--- config.mk ---
export PLATFORM = sky130hd
export DESIGN_NAME = serial_subtractor
export DESIGN_NICKNAME = d
export VERILOG_FILES = /design/src/rtl/serial_subtractor.sv
export SDC_FILE = /design/constraint.sdc
export NUM_CORES = 1
export LEC_CHECK = 0
export BUFFER_PORTS_ARGS = -buffer_cell sky130_fd_sc_hd__clkbuf_2
export CORE_MARGIN = 4
export CORE_UTILIZATION = 58
export DETAILED_ROUTE_END_ITERATION = 8
export GPL_ROUTABILITY_DRIVEN = 1
export PLACE_DENSITY = 0.83
export RECOVER_POWER = 50
export SLEW_MARGIN = 30
export SYNTH_ARGS = -nofsm -noshare
export SYNTH_HDL_FRONTEND = slang
export SYNTH_SLANG_ARGS = --single-unit
--- constraint.sdc ---
create_clock -name clk -period 3 [get_ports clk]
set_input_delay 0.9 -clock clk [delete_from_list [all_inputs] [get_ports clk]]
set_output_delay 0.9 -clock clk [all_outputs]
set_load 0.02 [all_outputs]
--- src/rtl/serial_subtractor.sv ---
// Bit-serial two's-complement subtractor: A - B computed LSB first as A + ~B + 1 through one full-adder slice.
// Latency: start accepted at edge k, results and a one-cycle done pulse appear after edge k+WIDTH.
// Backpressure: none queued; start is only sampled while idle and is ignored while busy.
module serial_subtractor #(
  parameter int WIDTH = 8
) (
  input  logic             clk,
  input  logic             rst,
  input  logic             start,
  input  logic [WIDTH-1:0] A,
  input  logic [WIDTH-1:0] B,
  output logic             busy,
  output logic             done,
  output logic [WIDTH-1:0] Diff,
  output logic             Bout,
  output logic             Ovf
);

  localparam int CW = $clog2(WIDTH);
  localparam logic [CW-1:0] LAST_CNT = CW'(WIDTH - 1);

  typedef enum logic {
    IDLE = 1'b0,
    RUN  = 1'b1
  } state_t;

  state_t state;
  state_t state_nxt;

  logic [CW-1:0]    cnt;
  logic [WIDTH-1:0] sa;
  logic [WIDTH-1:0] sb;
  logic [WIDTH-1:0] sr;
  logic             carry;

  logic             nb;
  logic             sum_bit;
  logic             carry_nxt;
  logic             last_bit;
  logic [WIDTH-1:0] sr_nxt;

  // Full-adder slice on the current operand LSBs; subtrahend is inverted here.
  assign nb        = ~sb[0];
  assign sum_bit   = sa[0] ^ nb ^ carry;
  assign carry_nxt = (sa[0] & nb) | (sa[0] & carry) | (nb & carry);
  assign sr_nxt    = {sum_bit, sr[WIDTH-1:1]};
  assign last_bit  = (state == RUN) && (cnt == LAST_CNT);
  assign busy      = (state == RUN);

  // State register.
  always_ff @(posedge clk or posedge rst) begin
    if (rst) begin
      state <= IDLE;
    end else begin
      state <= state_nxt;
    end
  end

  // Next-state logic: leave IDLE on start, return once the MSB has been processed.
  always_comb begin
    state_nxt = state;
    case (state)
      IDLE:    if (start) state_nxt = RUN;
      RUN:     if (cnt == LAST_CNT) state_nxt = IDLE;
      default: state_nxt = IDLE;
    endcase
  end

  // Operand capture, serial datapath and result registers.
  always_ff @(posedge clk or posedge rst) begin
    if (rst) begin
      sa    <= '0;
      sb    <= '0;
      sr    <= '0;
      carry <= 1'b0;
      cnt   <= '0;
      done  <= 1'b0;
      Diff  <= '0;
      Bout  <= 1'b0;
      Ovf   <= 1'b0;
    end else begin
      done <= 1'b0;
      if (state == IDLE) begin
        if (start) begin
          sa    <= A;
          sb    <= B;
          carry <= 1'b1;
          cnt   <= '0;
        end
      end else begin
        sa    <= sa >> 1;
        sb    <= sb >> 1;
        sr    <= sr_nxt;
        carry <= carry_nxt;
        cnt   <= cnt + 1'b1;
        if (last_bit) begin
          // At the last step sa[0]/sb[0] are the captured operand sign bits.
          Diff <= sr_nxt;
          Bout <= ~carry_nxt;
          Ovf  <= (sa[0] ^ sb[0]) & (sum_bit ^ sa[0]);
          done <= 1'b1;
        end
      end
    end
  end

endmodule

==> impl_metrics.ini <==
[job]
drv_cap = 0

[clocking]
cts_max_path_buffers = 2
cts_buffers = 5
post_cts_resize_count = 0
clockRootBuffer = clkbuf_4
cts_setup_buffers = 0
clkTransAtPathRegs_ns = 0.11
insertion_delay_ns = 0.34
cts_tree = done
hold_buffers = 0
clkSinkCount = 39
htree_levels = 2

[routing]
vias_per_cell = 5.352
num_vias = 1049
wl_um = 2672
postRouteAntennaNets = 0
avgRoutedWirePerCell_um = 13.63
drtPass1Iterations = 4
drt-initial-drc-count = 56
drcViolationCount = 0

[setup_path]
timing.rr.start = cnt[0]$_DFFE_PP0P_
r2r_setup_slack_ns = 1.46
required_ns = 3.23
critPathLaunchType = input port
worstPathArrival_ns = 2.24
path_class = input port to flop
critical-path-max-stage-delay_ns = 0.90
cp_max_fo = 20
crit_chain = clkbuf_1 -> nor2_1 -> mux2_2
r2r_cells = 4
crit_slowest_cell = clkbuf_1
r2r_end = Diff[0]$_DFFE_PP0P_
worstSetupEndpointType = flop

[floorplanning]
core_um2 = 2734
die_x_um = 61.38
initial_utilization = 0.6046
die-area_um2 = 3768
boundaryPins = 31
die_h_um = 61.38
num_rows = 19

[hold_path]
hp-start = sb[7]$_DFFE_PP0P_
hp-class = flop to flop
min_path_cells = 2
holdPathEnd = sb[6]$_DFFE_PP0P_

[sta]
maxSlewViolCount = 0
fin_tns_setup_ns = 0
tightest_slew_ns = 1.253
final_hold_viol_count = 0
worst_slack_ns = 0.9877
fin_worst_skew_ns = 0.009466
setup_viol_count_final = 0
min_period_ns = 2.012
max_freq_mhz = 496.9
slew_headroom = 0.1649
rsz0062_at_grt = false
period_share = 0.6708

[synth]
synth_nets = 155
synthDistinctLibCells = 19
synth_flop_cell = dfrtp_1
yosysSeqAreaShare = 0.5905
yosysWarnings = 0
synth_top_area_cell = dfrtp_1
syn_avg_cell_area_um2 = 12.52
synth_edf_count = 0
synthTopCellsByArea = dfrtp_1 59%, mux2_2 11%, mux2i_1 9.7%
synthArstFlopShare = 1.000
synth_top_area_frac = 0.5905
synth_common_cells = 39 x dfrtp_1, 17 x nand2_1, 17 x o21ai_0, 16 x mux2_2, 16 x mux2i_1
synth_cells = 132
synth_area_um2 = 1653
synth_seq_cells = 39
synthMostInstantiatedCell = dfrtp_1

[global_routing]
grt_usage = 0.1586
grt_pass1_wl_um = 4298
grt_pass1_vias = 960
overflow = 0
grt_max_degree = 51
antenna_found_initial = 0

[status]
status = completed

[place]
io_buffers = 30
dp_slack_ns = 1.107
place_congestion = 0.6990
hpwlAfterDp_um = 1842

[layout]
syn_to_final_growth_pct = 12.64
fillCellCount = 213
multi_input_area_um2 = 621.8
regArea_um2 = 975.9
nNetsFinal = 187
layout-drive-gt1-share = 0.3273
diodes = 0

[power_and_ir_drop]
p_leak_nw = 0.9279
ir_worst_vdd_v = 0.0009049
p_per_area_nw_per_um2 = 1027
## how the worst max path moves through the flow
stage | endpoint | cells past startpoint | from
CTS | Bout | 1 | Bout$_DFFE_PP0P_
floorplan | Bout$_DFFE_PP0P_ | 1 | rst
detailed placement | sa[5]$_DFFE_PP0P_ | 3 | start
global placement | cnt[0]$_DFFE_PP0P_ | 3 | start
global route | sa[1]$_DFFE_PP0P_ | 3 | start
finish | cnt[0]$_DFFE_PP0P_ | 3 | start
## metal layers
layer  up-vias  track usage  part of all wire  routed length (um)
li1        512            -                 -                   -
met2        21       0.2538              0.49                1317
met4         0      0.06364             0.018                  48
met3         7      0.05660             0.052                 138
met5         -            0                 0                   0
met1       509       0.1967              0.44                1167
## cells by family (layout without fill, tap and decap cells)
logic type	count (synthesis)	after routing	synth area share
AO/OA/AOI/OAI	21	21	0.06662
XOR/XNOR	1	1	0.005300
adder cells (fa/ha/maj)	4	4	0.03483
buffers and inverters	10	43	0.03331
flip-flops	39	39	0.5905
multiplexers	32	32	0.2059
AND/OR/NAND/NOR	25	25	0.06359
## worst max-delay path, delay by kind of cell
family / cells / cell delay (ns)
AND/OR/NAND/NOR: 1 / 0.12
buffers and inverters: 1 / 0.90
multiplexers: 1 / 0.32
## power breakdown
part | switching (mW) | internal [mW]
clock network | 0.158 | 0.0914
logic | 0.411 | 0.354
registers | 0.133 | 0.764
total | 0.703 | 1.21
## stage by stage
stage               cell area (um2)  total power, mW  hold WS (ns)  cells    util
floorplan                      1653            1.493        0.4490    132       -
global placement               1813            1.633        0.4554    188  0.6632
detailed placement             1813            1.688        0.4742    188  0.6632
CTS                            1863            1.940        0.5005    196  0.6815
global route                   1862            2.061        0.5253    196  0.6810
finish                         1862            1.912        0.4966    196  0.6810
## area by class of cell
class	count	area share
flip-flops and latches	39	0.5242
multi-input cells	83	0.3340
repair buffers	32	0.08804
clock buffers	7	0.02419
well taps	31	0.02083
inverters	3	0.006048
clock inverters	1	0.002688
## flip-flops by register name, summed over array words and instances (netlist names)
| name | cells |
|---|---|
| Ovf | 1 |
| Diff | 8 |
| carry | 1 |
| cnt | 3 |
| sb | 8 |
| sa | 8 |
| Bout | 1 |
| busy | 1 |
| done | 1 |
| sr | 7 |
## cell usage in the layout, fill, tap and decap left out, drive strengths merged
cell / n
nand2b: 2
mux2i: 16
mux2: 16
a21oi: 2
clkbuf: 37
a31oi: 1
nor2: 4
dfrtp: 39
o2bb2ai: 1
nand2: 18
nand3b: 1
inv: 3
ha: 3
buf: 2
xnor2: 1
fa: 1
o21ai: 17
clkinv: 1
Note: power is estimated with default switching activity, not from simulation.
